<file path="config.mk">
export PLATFORM = sky130hd
export DESIGN_NAME = uart_rx_ctrl
export DESIGN_NICKNAME = d
export VERILOG_FILES = /design/src/rtl/uart_rx_pkg.sv /design/src/rtl/uart_rx_edge_bit_cnt.sv /design/src/rtl/uart_rx_ctrl.sv
export SDC_FILE = /design/constraint.sdc
export NUM_CORES = 1
export LEC_CHECK = 0
export CAP_MARGIN = 30
export CELL_PAD_IN_SITES_DETAIL_PLACEMENT = 1
export CELL_PAD_IN_SITES_GLOBAL_PLACEMENT = 1
export CORE_ASPECT_RATIO = 0.75
export CORE_MARGIN = 2
export CORE_UTILIZATION = 39
export DETAILED_ROUTE_END_ITERATION = 8
export GPL_TIMING_DRIVEN = 0
export PLACE_DENSITY_LB_ADDON = 0.1
export SYNTH_ARGS = -nofsm -noshare
export SYNTH_HDL_FRONTEND = slang
export SYNTH_HIERARCHICAL = 1
export SYNTH_SLANG_ARGS = --single-unit
</file>
<file path="constraint.sdc">
create_clock -name CLK -period 2.7 [get_ports CLK]
set_input_delay 0.54 -clock CLK [delete_from_list [all_inputs] [get_ports CLK]]
set_output_delay 0.54 -clock CLK [all_outputs]
set_load 0.03 [all_outputs]
</file>
<file path="src/rtl/uart_rx_pkg.sv">
// Shared types and helpers for the UART receive controller: FSM states,
// legal oversampling ratios and the mid-bit decision edge.
package uart_rx_pkg;

  localparam logic [5:0] PRESCALE_8  = 6'd8;
  localparam logic [5:0] PRESCALE_16 = 6'd16;
  localparam logic [5:0] PRESCALE_32 = 6'd32;

  typedef enum logic [2:0] {
    ST_IDLE,
    ST_START,
    ST_DATA,
    ST_PARITY,
    ST_STOP,
    ST_DONE
  } rx_state_e;

  // First edge after the sampler's three-edge majority vote has settled.
  function automatic logic [5:0] chk_edge(input logic [5:0] p);
    return (p >> 1) + 6'd2;
  endfunction

  function automatic logic [5:0] legal_prescale(input logic [5:0] p);
    case (p)
      PRESCALE_16: return PRESCALE_16;
      PRESCALE_32: return PRESCALE_32;
      default:     return PRESCALE_8;
    endcase
  endfunction

endpackage

</file>
<file path="src/rtl/uart_rx_edge_bit_cnt.sv">
// Oversample edge counter (0..P-1) and data bit counter (0..DATA_WIDTH-1)
// for the UART receive controller.
module uart_rx_edge_bit_cnt
  import uart_rx_pkg::*;
#(
  parameter int DATA_WIDTH = 8,
  localparam int BW = (DATA_WIDTH > 1) ? $clog2(DATA_WIDTH) : 1
) (
  input  logic          CLK,
  input  logic          RST,
  input  logic          i_en,
  input  logic          i_clr,
  input  logic          i_bit_en,
  input  logic [5:0]    i_prescale,
  output logic [5:0]    o_edge_cnt,
  output logic [BW-1:0] o_bit_cnt,
  output logic          o_wrap
);

  logic [5:0]    r_edge_cnt;
  logic [BW-1:0] r_bit_cnt;
  logic          w_wrap;

  assign w_wrap = i_en && (r_edge_cnt == (i_prescale - 6'd1));

  // NOTE: sequential state uses non-blocking assignments so every register
  // samples pre-edge values, independent of block ordering.
  always_ff @(posedge CLK or negedge RST) begin
    if (!RST) begin
      r_edge_cnt <= '0;
      r_bit_cnt  <= '0;
    end else if (i_clr) begin
      r_edge_cnt <= '0;
      r_bit_cnt  <= '0;
    end else if (i_en) begin
      r_edge_cnt <= w_wrap ? 6'd0 : r_edge_cnt + 6'd1;
      if (w_wrap && i_bit_en)
        r_bit_cnt <= (r_bit_cnt == BW'(DATA_WIDTH - 1)) ? '0 : r_bit_cnt + 1'b1;
    end
  end

  assign o_edge_cnt = r_edge_cnt;
  assign o_bit_cnt  = r_bit_cnt;
  assign o_wrap     = w_wrap;

endmodule

</file>
<file path="src/rtl/uart_rx_ctrl.sv">
// UART receive frame sequencer: start detection, per-bit timing, checker and
// deserializer enables at the mid-bit point, and frame good/error pulses.
module uart_rx_ctrl
  import uart_rx_pkg::*;
#(
  parameter int DATA_WIDTH = 8,
  localparam int BW = (DATA_WIDTH > 1) ? $clog2(DATA_WIDTH) : 1
) (
  input  logic       CLK,
  input  logic       RST,
  input  logic       RX_IN,
  input  logic [5:0] Prescale,
  input  logic       PAR_EN,
  input  logic       strt_glitch,
  input  logic       par_err,
  input  logic       stp_err,
  output logic       dat_samp_en,
  output logic       strt_chk_en,
  output logic       par_chk_en,
  output logic       stp_chk_en,
  output logic       deser_en,
  output logic [5:0] edge_cnt,
  output logic       data_valid,
  output logic       frame_err
);

  rx_state_e     r_state;
  logic [5:0]    r_prescale;
  logic          r_par_en;
  logic          r_err;
  logic          r_data_valid;
  logic          r_frame_err;

  logic          w_active;
  logic          w_at_chk;
  logic          w_clr;
  logic          w_wrap;
  logic          w_last_bit;
  logic [5:0]    w_edge_cnt;
  logic [BW-1:0] w_bit_cnt;

  assign w_active = (r_state == ST_START) || (r_state == ST_DATA) ||
                    (r_state == ST_PARITY) || (r_state == ST_STOP);
  assign w_at_chk   = (w_edge_cnt == chk_edge(r_prescale));
  assign w_last_bit = (w_bit_cnt == BW'(DATA_WIDTH - 1));

  // Counters restart on every exit from the bit-timed states, including an
  // aborted start and the early exit from the stop bit.
  assign w_clr = !w_active ||
                 ((r_state == ST_START) && w_at_chk && !strt_glitch) ||
                 ((r_state == ST_STOP) && w_at_chk);

  uart_rx_edge_bit_cnt #(.DATA_WIDTH(DATA_WIDTH)) u_cnt (
    .CLK        (CLK),
    .RST        (RST),
    .i_en       (w_active),
    .i_clr      (w_clr),
    .i_bit_en   (r_state == ST_DATA),
    .i_prescale (r_prescale),
    .o_edge_cnt (w_edge_cnt),
    .o_bit_cnt  (w_bit_cnt),
    .o_wrap     (w_wrap)
  );

  always_ff @(posedge CLK or negedge RST) begin
    if (!RST) begin
      r_state      <= ST_IDLE;
      r_prescale   <= PRESCALE_8;
      r_par_en     <= 1'b0;
      r_err        <= 1'b0;
      r_data_valid <= 1'b0;
      r_frame_err  <= 1'b0;
    end else begin
      r_data_valid <= 1'b0;
      r_frame_err  <= 1'b0;
      case (r_state)
        ST_IDLE: begin
          if (!RX_IN) begin
            r_state    <= ST_START;
            r_prescale <= legal_prescale(Prescale);
            r_par_en   <= PAR_EN;
          end
        end
        ST_START: begin
          if (w_at_chk && !strt_glitch) r_state <= ST_IDLE;
          else if (w_wrap)              r_state <= ST_DATA;
        end
        ST_DATA: begin
          if (w_wrap && w_last_bit) r_state <= r_par_en ? ST_PARITY : ST_STOP;
        end
        ST_PARITY: begin
          if (w_at_chk && par_err) r_err <= 1'b1;
          if (w_wrap) r_state <= ST_STOP;
        end
        ST_STOP: begin
          // Verdict registers together with the DONE entry so both pulses
          // align with the DONE cycle.
          if (w_at_chk) begin
            r_state      <= ST_DONE;
            r_data_valid <= !(r_err || stp_err);
            r_frame_err  <= r_err || stp_err;
          end
        end
        ST_DONE: begin
          r_err <= 1'b0;
          if (!RX_IN) begin
            r_state    <= ST_START;
            r_prescale <= legal_prescale(Prescale);
            r_par_en   <= PAR_EN;
          end else begin
            r_state <= ST_IDLE;
          end
        end
        default: r_state <= ST_IDLE;
      endcase
    end
  end

  assign dat_samp_en = w_active;
  assign strt_chk_en = (r_state == ST_START)  && w_at_chk;
  assign deser_en    = (r_state == ST_DATA)   && w_at_chk;
  assign par_chk_en  = (r_state == ST_PARITY) && w_at_chk;
  assign stp_chk_en  = (r_state == ST_STOP)   && w_at_chk;
  assign edge_cnt    = w_edge_cnt;
  assign data_valid  = r_data_valid;
  assign frame_err   = r_frame_err;

endmodule

</file>
==> impl_results.md, run 1 <==
* Initial Util at 0.4116
* Die extent in x at approximately 72 µm
* Slew Limit Headroom at 0.3942
* Cell count after synthesis at 151
* Via count at 1250
* CP Capture Type: output pin
* Unrepaired setup endpoints after global routing: false
* Predominant post-synthesis flop cell: dfrtp_1
* GR Util met3 at 0.04529
* CTS Buf Count at 3
* Synth cell types at 45
* Sequential share of power at 0.308
* Critical path class: flop to output pin
* Achievable Freq at about 0.39 GHz
* Synth Register Bits at 19
* Clock H-tree levels at 1
* Worst EP arrival at 2040 ps
* Final WS setup at around 120 ps
* Initial antenna violation count at 0
* Commonest non-fill, non-tap cell in the layout: clkdlybuf4s50_1
* Status: complete, no violations
* Total GRT Usage at 0.2052
* DRC at 0
* Largest stage delay on the critical path at between 400 and 500 ps
* Synthesis-to-layout area growth at 32.23%
* Worst Hold Class: flop to flop
* Slew of the pin with the lowest slew margin at 905.9 ps
* Final Cell Area at 1802 µm²
* Type of element launching the critical path: flop
* VDD IR max at ~0.00038 V
* Die Area at 3987 µm²
* # clock sinks at 19
* Final period util at 0.9562
* Number of port buffers at 25
* Kind of cell adding the most delay to the critical path: simple AND/OR/NAND/NOR gates
* Placed Area at approximately 1700 µm²
* WP buf/inv at 2
* Worst skew pair latency at 250 ps
* Int Pwr at 749.9 µW
* IO Pins at 26
* Post-Route Utilization at 0.5442
* Vias in the first global route at 1272
* Logic pwr share at 0.547
* Count of flip-flops with a built-in enable after synthesis at 0
* Cell Pwr Density at roughly 760 nW/µm²
* Sw frac at 0.4509
* Antenna diodes at 0
* Met1 global-route usage at 0.2843
* Worst Skew at 3.032 ps
* TritonRoute pass-1 iters at 4
* Share of cells above drive strength 1 at 0.1641
* Hold Fails Final Rpt at 0
* Place WS at -309.5 ps
* Most frequent cells in the layout: clkdlybuf4s50_1, dfrtp_1, nor2_1
* WHS at around 510 ps
* Final setup vio count at 0
* CTS root buffer: clkbuf_8
* Final slew viol count at 0
* Gr ovfl total at 0
* Max FO, Critical Path at 7
* Syn. warnings at 6
* Final WL at ~3600 µm
* Antenna viol nets, final at 0
* Worst-case clock buffer depth at 2
* CP max-delay cell: dfrtp_1
* CTS tree: yes
* Power share of the clock group at 0.145
* Site row count at 18
* Most Used Layer, Global Route: met2
* Layout Nets at 213
* Worst path cell trace: or3b_4 > nor4_4 > buf_4 > and3_2 > dlygate4sd2_1
* Met2 usage at 0.3226
* First DRT Iteration DRCs at 40
* First-pass GRT wire length at between 6000 and 7000 µm
* Detailed-route vias per instance at around 5.3
* Largest net degree at the start of global routing at 20
* Mapped Area at ~1400 µm²
* Max-cap viol count at 0
* Setup TNS at 0 ps
* Die span in y at approximately 55 µm
* Final HPWL DP at around 2800 µm
* Tmin final at ~2600 ps
* Worst-path clk slew at around 70 ps
* Routed len/inst at approximately 15 µm
* Placer congestion estimate at 0.8071
* Data required, critical path at 2160 ps
* Async SR Flop Fraction at 1.000
* Core ar. at between 3000 and 4000 µm²
* Sw power at roughly 620 µW
* Pleak at around 0.78 nW
* Sequential area share after synthesis at 0.3499
* Syn Area/Cell at approximately 9 µm²
power by group through the flow:
| stage | Sequential [mW] | Combinational [mW] | Clock (mW) |
|---|---|---|---|
| after floorplan | 0.413 | 0.511 | 0 |
| after global placement | 0.404 | 0.702 | 0 |
| after detailed placement | 0.408 | 0.734 | 0 |
| after CTS | 0.418 | 0.734 | 0.205 |
| after global routing | 0.433 | 0.819 | 0.218 |
| final | 0.420 | 0.748 | 0.198 |
cell families (layout without fill, tap and decap cells):
group	after synthesis	count (layout)	synth area share
other	1	12	0.002752
AO/OA/AOI/OAI	28	28	0.1368
AND/OR/NAND/NOR	69	69	0.3241
flip-flops	19	19	0.3499
multiplexers	4	4	0.03397
adder cells (fa/ha/maj)	4	4	0.03673
buffers and inverters	14	47	0.03857
XOR/XNOR	12	12	0.07713
cell usage after synthesis, types with 2 or more instances:
master / count / area [µm²]
nand2b_1: 6 / 37.54
dfrtp_1: 18 / 450.4
o41ai_1: 2 / 17.52
nor3b_1: 2 / 15.01
nor2_1: 14 / 52.55
and3_1: 4 / 25.02
nor3_1: 4 / 20.02
xor2_1: 5 / 43.79
ha_1: 4 / 50.05
a21oi_1: 4 / 20.02
o31ai_1: 3 / 22.52
inv_1: 9 / 33.78
nand2_1: 8 / 30.03
nor4_1: 4 / 25.02
nor4_4: 3 / 63.81
or3_1: 2 / 12.51
nor2b_1: 3 / 18.77
nand3_1: 7 / 35.03
or4_1: 2 / 15.01
xnor2_1: 7 / 61.31
mux2i_1: 2 / 20.02
o21ai_0: 10 / 50.05
clkbuf_1: 5 / 18.77
or3b_2: 2 / 17.52
state kept, by name, indices dropped and copies added (netlist names):
register and flops:
u_cnt/o_edge_cnt 6, r_prescale 3, r_state 3, u_cnt/o_bit_cnt 3, data_valid 1, frame_err 1
r_err 1, r_par_en 1
worst register-to-register path, cell delays in order (launching register included):
cell and delay, ps:
dfrtp_1 370, clkbuf_1 430, xnor2_2 230, nand3_1 170
nor4_4 350, o21a_1 230, o21ai_2 90, or4_1 400
o21ai_1 140
final timing paths:
path                                                 start                               to  slack [ps]  cells after the start
max                        u_cnt/o_edge_cnt[0]$_DFFE_PN0P_                       par_chk_en         120                      5
min                                      r_err$_DFFE_PN0P_             data_valid$_DFF_PN0_         510                      1
max reg2reg                         r_state[2]$_DFFE_PN0P_           r_state[1]$_DFFE_PN0P_         230                      8
min reg2reg                              r_err$_DFFE_PN0P_             data_valid$_DFF_PN0_         510                      1
max in group asynchronous                              RST           r_state[0]$_DFFE_PN0P_        1290                      1
min in group asynchronous                              RST  u_cnt/o_edge_cnt[0]$_DFFE_PN0P_         790                      1
metal layers:
layer  vias up  part of all wire
met5         -                 0
met4         0            0.0099
met3         4             0.024
met2        16              0.46
met1       614              0.51
li1        616                 -
final cells by class:
| cell class | count | area [µm²] |
|---|---|---|
| inverter | 9 | 33.78 |
| tap | 40 | 50.05 |
| clock buffer | 4 | 45.04 |
| buffer | 4 | 17.52 |
| fill | 389 | 1509 |
| sequential | 19 | 478.0 |
| multi-input combinational | 129 | 897.1 |
| timing repair buffer | 30 | 280.3 |
timing repair:
action                     in CTS  in global routing
pin swaps                       2                  1
hold buffers                    0                  0
resized for setup               5                  9
setup endpoints to repair      15                 14
buffers inserted                5                  0
stage by stage:
stage | power (mW) | cells
2_1_floorplan | 0.9242 | 162
3_3_place_gp | 1.106 | 227
3_5_place_dp | 1.141 | 227
4_1_cts | 1.357 | 235
5_1_grt | 1.470 | 235
6_report | 1.366 | 235
No activity file was read; power rests on OpenSTA's default activity.
==> run 2: changes to the inputs <==
Settings changed: REMOVE_ABC_BUFFERS set to 1.
==> impl_results.md, run 2 (same netlist as run 1, synthesis figures left out) <==
* Status: complete, no violations (unchanged)
* VDD IR max at 0.0004701 V (was 0.0003794 V)
* CTS Buf Count at 3 (unchanged)
* TritonRoute pass-1 iters at 4 (unchanged)
* Worst-case clock buffer depth at 2 (unchanged)
* Reg-to-Reg Start: r_state[0]$_DFFE_PN0P_ (was r_state[2]$_DFFE_PN0P_)
* Max FO, Critical Path at 12 (was 7)
* First DRT Iteration DRCs at 27 (was 40)
* Site row count at 18 (unchanged)
* DRC at 0 (unchanged)
* Fin cells at 240 (was 235)
* Slew Limit Headroom at 0.4005 (was 0.3942)
* Routed len/inst at 15.32 µm (was 15.43 µm)
* Detailed-route vias per instance at 5.233 (was 5.319)
* Post-Route Utilization at 0.5582 (was 0.5442)
* Placer congestion estimate at 0.8003 (was 0.8071)
* Placed Area at 1690 µm² (was 1717 µm²)
* # clock sinks at 19 (unchanged)
* Via count at 1256 (was 1250)
* Total GRT Usage at 0.1891 (was 0.2052)
* Worst EP arrival at 2770 ps (was 2040 ps)
* Core ar. at 3311 µm² (unchanged)
* Layout Nets at 218 (was 213)
* Most frequent cells in the layout: clkdlybuf4s50_1, dfrtp_1, nor2_1, buf_4, conb_1 (was clkdlybuf4s50_1, dfrtp_1, nor2_1)
* Largest stage delay on the critical path at 570 ps (was 470 ps)
* Die span in y at 55.19 µm (unchanged)
* Tmin final at 2585 ps (was 2582 ps)
* Launch point of the worst path: r_state[0]$_DFFE_PN0P_ (was u_cnt/o_edge_cnt[0]$_DFFE_PN0P_)
* Post-Place Cells at 223 (was 227)
* Synthesis-to-layout area growth at 35.63% (was 32.23%)
* Worst Hold Class: flop to flop (unchanged)
* Initial Util at 0.4116 (unchanged)
* Final setup vio count at 0 (unchanged)
* Gr ovfl total at 0 (unchanged)
* CP max-delay cell: dfrtp_1 (unchanged)
* Max-cap viol count at 0 (unchanged)
* Die extent in x at 72.25 µm (unchanged)
* Largest net degree at the start of global routing at 20 (unchanged)
* Hold Crit Start: r_err$_DFFE_PN0P_ (unchanged)
* Share of cells above drive strength 1 at 0.1900 (was 0.1641)
* Critical path class: flop to flop (was flop to output pin)
* Achievable Freq at 0.3869 GHz (was 0.3873 GHz)
* Pleak at 0.8145 nW (was 0.7803 nW)
* Number of port buffers at 25 (unchanged)
* Worst Skew at 1.555 ps (was 3.032 ps)
* Die Area at 3987 µm² (unchanged)
* Setup TNS at 0 ps (unchanged)
* Antenna viol nets, final at 0 (unchanged)
* First-pass GRT wire length at 5602 µm (was 6106 µm)
* Final WL at 3677 µm (was 3626 µm)
* Largest register FFs at 6 (unchanged)
* Cell Pwr Density at 801.9 nW/µm² (was 758.0 nW/µm²)
* Worst-path clk slew at 70 ps (about the same)
* CP Capture Type: flop (was output pin)
* Final Cell Area at 1848 µm² (was 1802 µm²)
* Vias in the first global route at 1195 (was 1272)
* IO Pins at 26 (unchanged)
* Slew of the pin with the lowest slew margin at 896.4 ps (was 905.9 ps)
* CTS root buffer: clkbuf_8 (unchanged)
* Initial antenna violation count at 0 (unchanged)
* WP buf/inv at 1 (was 2)
* Data required, critical path at 2890 ps (was 2160 ps)
* Worst skew pair latency at 260 ps (was 250 ps)
* Worst path cell trace: nor2_2 > xnor2_4 > nand3_1 > nor4_4 > buf_4 > o21a_1 > o21ai_2 > or4_1 > o21ai_1 (was or3b_4 > nor4_4 > buf_4 > and3_2 > dlygate4sd2_1)
* Final slew viol count at 0 (unchanged)
* Final HPWL DP at 2493 µm (was 2786 µm)
* Final period util at 0.9573 (was 0.9562)
* Antenna diodes at 0 (unchanged)
* Hold Fails Final Rpt at 0 (unchanged)
* CTS tree: yes (unchanged)
* Type of element launching the critical path: flop (unchanged)
* Kind of cell adding the most delay to the critical path: simple AND/OR/NAND/NOR gates (unchanged)
* Clock H-tree levels at 1 (unchanged)
* Commonest non-fill, non-tap cell in the layout: clkdlybuf4s50_1 (unchanged)
* Tot Pwr at 1.482 mW (was 1.366 mW)
run 2: worst reg2reg max path, cell delays in order (launching register included):
cell	delay, ps
dfrtp_1	570
nor2_2	150
xnor2_4	310
nand3_1	190
nor4_4	290
buf_4	180
o21a_1	180
o21ai_2	100
or4_1	410
o21ai_1	130
run 2: power breakdown:
part / switching [mW] / internal (mW)
sequential: 0.105 / 0.339
combinational: 0.447 / 0.390
clock: 0.0952 / 0.105
total: 0.647 / 0.835
run 2: layer usage:
layer | wire (µm) | track usage
met4 | 19 | 0.04717
met3 | 95 | 0.04348
met1 | 1667 | 0.2311
met2 | 1895 | 0.3440
met5 | 0 | 0
run 2: metrics by stage:
step / hold WS, ps / worst slack, ps
finish: 497.7 / 115.3
global route: 515.6 / -60.20
CTS: 492.0 / -151.8
detailed placement: 483.3 / -605.9
global placement: 471.5 / -555.5
floorplan: 244.4 / -457.0
run 2: what timing repair did:
action | CTS | global route
hold buffers | 0 | 0
resized for setup | 7 | 8
setup buffers | 2 | 11
pin swaps | 1 | 2
endpoints found under the setup margin | 10 | 6
run 2: path summary, 6_finish.rpt:
| path | to | slack, ps | cells after the start |
|---|---|---|---|
| worst max register to register | r_state[1]$_DFFE_PN0P_ | 120 | 9 |
| max in group asynchronous | r_prescale[5]$_DFFE_PN0P_ | 1370 | 1 |
| worst min register to register | data_valid$_DFF_PN0_ | 500 | 1 |
| worst min-delay path | data_valid$_DFF_PN0_ | 500 | 1 |
| min in group asynchronous | u_cnt/o_edge_cnt[1]$_DFFE_PN0P_ | 790 | 1 |
| worst max-delay path | r_state[1]$_DFFE_PN0P_ | 120 | 9 |
run 2: cell type report:
cell class / count / area, µm²
clock buffer: 4 / 45.04
fill: 383 / 1463
inverter: 9 / 33.78
multi-input combinational: 129 / 900.9
sequential: 19 / 476.7
tap: 40 / 50.05
timing repair buffer: 39 / 341.6
==> run 3: changes to the inputs <==
Settings changed: CORE_UTILIZATION 39 to 37, REMOVE_ABC_BUFFERS 1 to not set, SYNTH_HIERARCHICAL 1 to not set.
==> impl_results.md, run 3 <==
* Status: complete, no violations (unchanged)
* Initial Util at 0.3858 (was 0.4116)
* Vias in the first global route at 1007 (was 1195)
* Predominant post-synthesis flop cell: dfrtp_1 (unchanged)
* Final slew viol count at 0 (unchanged)
* Flop-to-flop setup slack at 560 ps (was 120 ps)
* Worst skew pair latency at 250 ps (was 260 ps)
* Area leader, netlist: dfrtp_1 (unchanged)
* Commonest non-fill, non-tap cell in the layout: clkdlybuf4s50_1 (unchanged)
* Synth Register Bits at 19 (unchanged)
* CTS tree: yes (unchanged)
* Cell count after synthesis at 123 (was 151)
* Launch point of the worst path: r_state[0]$_DFFE_PN0P_ (unchanged)
* Layout Nets at 173 (was 218)
* WHS at 507.3 ps (was 497.7 ps)
* Core ar. at 2935 µm² (was 3311 µm²)
* Total GRT Usage at 0.1874 (was 0.1891)
* Synth cell types at 36 (was 45)
* Die Area at 3524 µm² (was 3987 µm²)
* # clock sinks at 19 (unchanged)
* Synthesis-to-layout area growth at 30.28% (was 35.63%)
* Unrepaired setup endpoints after global routing: false
* CTS Buf Count at 3 (unchanged)
* Initial antenna violation count at 0 (unchanged)
* Final period util at 0.9474 (was 0.9573)
* TritonRoute pass-1 iters at 4 (unchanged)
* Net count after synthesis at approximately 140
* Syn. warnings at 0 (was 6)
* Routed len/inst at 15.18 µm (was 15.32 µm)
* IO Pins at 26 (unchanged)
* Largest register FFs at 6 (unchanged)
* Most frequent cells in the layout: clkdlybuf4s50_1, nor2_1, dfrtp_1 (was clkdlybuf4s50_1, dfrtp_1, nor2_1, buf_4, conb_1)
* Worst EP arrival at 2020 ps (was 2770 ps)
* Type of element launching the critical path: flop (unchanged)
* Worst-case clock buffer depth at 2 (unchanged)
* Setup TNS at 0 ps (unchanged)
* Worst reg2reg path depth at 7 (was 9)
* Tmin final at 2558 ps (was 2585 ps)
* Final HPWL DP at 2202 µm (was 2493 µm)
* Top-count cell post-synth: nor2_1 (was dfrtp_1)
* Via count at 972 (was 1256)
* Cell Pwr Density at 847.1 nW/µm² (was 801.9 nW/µm²)
* Die extent in x at 67.88 µm (was 72.25 µm)
* Critical path class: flop to output pin (was flop to flop)
* Data required, critical path at 2160 ps (was 2890 ps)
* Gr ovfl total at 0 (unchanged)
* Number of port buffers at 25 (unchanged)
* Hold Fails Final Rpt at 0 (unchanged)
* Fillcell total at 368 (was 383)
* Async SR Flop Fraction at 1.000 (unchanged)
* Slew of the pin with the lowest slew margin at 917.6 ps (was 896.4 ps)
* Reg-to-Reg Start: r_prescale[3]$_DFFE_PN1P_ (was r_state[0]$_DFFE_PN0P_)
* Max-cap viol count at 0 (unchanged)
* CP Capture Type: output pin (was flop)
* Detailed-route vias per instance at 5.063 (was 5.233)
* R2r endpoint: r_state[1]$_DFFE_PN0P_ (unchanged)
* Antenna diodes at 0 (unchanged)
* Mapped Area at 1132 µm² (was 1363 µm²)
* Post-Place Cells at 186 (was 223)
* Tot Pwr at 1.250 mW (was 1.482 mW)
* Worst Hold Class: flop to flop (unchanged)
* Final setup vio count at 0 (unchanged)
* DRC at 0 (unchanged)
* Count of flip-flops with a built-in enable after synthesis at 0 (unchanged)
* Worst-path clk slew at 70 ps (about the same)
* First-pass GRT wire length at 4809 µm (was 5602 µm)
* Clock H-tree levels at 1 (unchanged)
* Pleak at 0.6693 nW (was 0.8145 nW)
* CTS root buffer: clkbuf_8 (unchanged)
* Commonest cells in the netlist: nor2_1, dfrtp_1, inv_1, nand2_1, xnor2_1 (was dfrtp_1, nor2_1, o21ai_0)
* VDD IR max at 0.0004699 V (was 0.0004701 V)
* Post-Route Utilization at 0.5026 (was 0.5582)
* Slew Limit Headroom at 0.3864 (was 0.4005)
* Final WL at 2915 µm (was 3677 µm)
* Sequential area share after synthesis at 0.4210 (was 0.3499)
* Site row count at 17 (was 18)
* Placer congestion estimate at 0.8618 (was 0.8003)
* Max FO, Critical Path at 9 (was 12)
* Antenna viol nets, final at 0 (unchanged)
* Synth top area share at 0.3978 (was 0.3306)
* Largest net degree at the start of global routing at 20 (unchanged)
* Syn Area/Cell at 9.206 µm² (was 9.024 µm²)
* Worst Skew at 2.151 ps (was 1.555 ps)
* Critical path capture point: dat_samp_en (was r_state[1]$_DFFE_PN0P_)
* Fin cells at 192 (was 240)
* Achievable Freq at 0.3909 GHz (was 0.3869 GHz)
* Share of cells above drive strength 1 at 0.09740 (was 0.1900)
* Die span in y at 51.91 µm (was 55.19 µm)
* Top area cells in the synthesized netlist: dfrtp_1, nor2_1, xnor2_1 (was dfrtp_1, nor4_4, xnor2_1)
* First DRT Iteration DRCs at 17 (was 27)
==> run 3: power by group <==
group / internal [mW] / total (mW) / leakage, nW / switching [mW]
Sequential: 0.349 / 0.412 / 0.244 / 0.0627
Clock: 0.105 / 0.199 / 0.0228 / 0.0940
Combinational: 0.265 / 0.639 / 0.403 / 0.374
Total: 0.719 / 1.25 / 0.669 / 0.531
==> run 3: cells by family after synthesis <==
| family | count (synthesis) | synth area share |
|---|---|---|
| buf+inv | 14 | 0.04971 |
| mux | 4 | 0.03646 |
| simple gates | 48 | 0.2122 |
| compound gates | 19 | 0.1171 |
| fa+ha+maj | 5 | 0.05525 |
| flops | 19 | 0.4210 |
| xor+xnor | 14 | 0.1083 |
==> run 3: metrics by stage <==
step	instance area (µm²)	setup WS, ps
floorplan	1132	152.4
global placement	1430	-2.313
detailed placement	1430	-28.80
CTS	1485	83.44
global route	1475	20.37
finish	1475	142.0
==> run 3: area by class of cell <==
class	count	area [µm²]	area share
Timing Repair Buffer	27	250.2	0.1696
Sequential cell	19	476.7	0.3232
Inverter	9	33.78	0.02290
Clock buffer	4	45.04	0.03053
Buffer	5	22.52	0.01527
Multi-Input combinational cell	90	599.3	0.4063
Tap cell	38	47.55	0.03223
==> run 3: layer usage <==
| layer | global-route usage | part of all wire |
|---|---|---|
| met5 | 0 | 0 |
| met4 | 0.05000 | 0.0089 |
| met3 | 0.04545 | 0.035 |
| met2 | 0.3039 | 0.46 |
| met1 | 0.2507 | 0.49 |
==> run 3: worst min path at each step <==
| stage | startpoint | end | slack (ps) | cells after the start |
|---|---|---|---|---|
| floorplan | RST | data_valid$_DFF_PN0_ | 240 | 0 |
| global placement | r_par_en$_DFFE_PN0P_ | r_par_en$_DFFE_PN0P_ | 490 | 1 |
| detailed placement | r_par_en$_DFFE_PN0P_ | r_par_en$_DFFE_PN0P_ | 500 | 1 |
| CTS | r_par_en$_DFFE_PN0P_ | r_par_en$_DFFE_PN0P_ | 510 | 1 |
| global route | r_par_en$_DFFE_PN0P_ | r_par_en$_DFFE_PN0P_ | 540 | 1 |
| finish | r_par_en$_DFFE_PN0P_ | r_par_en$_DFFE_PN0P_ | 510 | 1 |
==> run 3: worst max-delay path: stages, from the launching register on <==
cell             delay, ps
dfrtp_1                360
buf_2                  170
nor2_1                 260
xnor2_1                240
clkdlybuf4s50_1        730
==> run 3: repair_timing <==
item / 4_1_cts / 5_1_grt
hold buffers: 0 / 0
pin swaps: 1 / 0
resized for setup: 4 / 8
hold endpoints to repair: 0 / 0
setup buffers: 2 / 0
endpoints found under the setup margin: 4 / 4
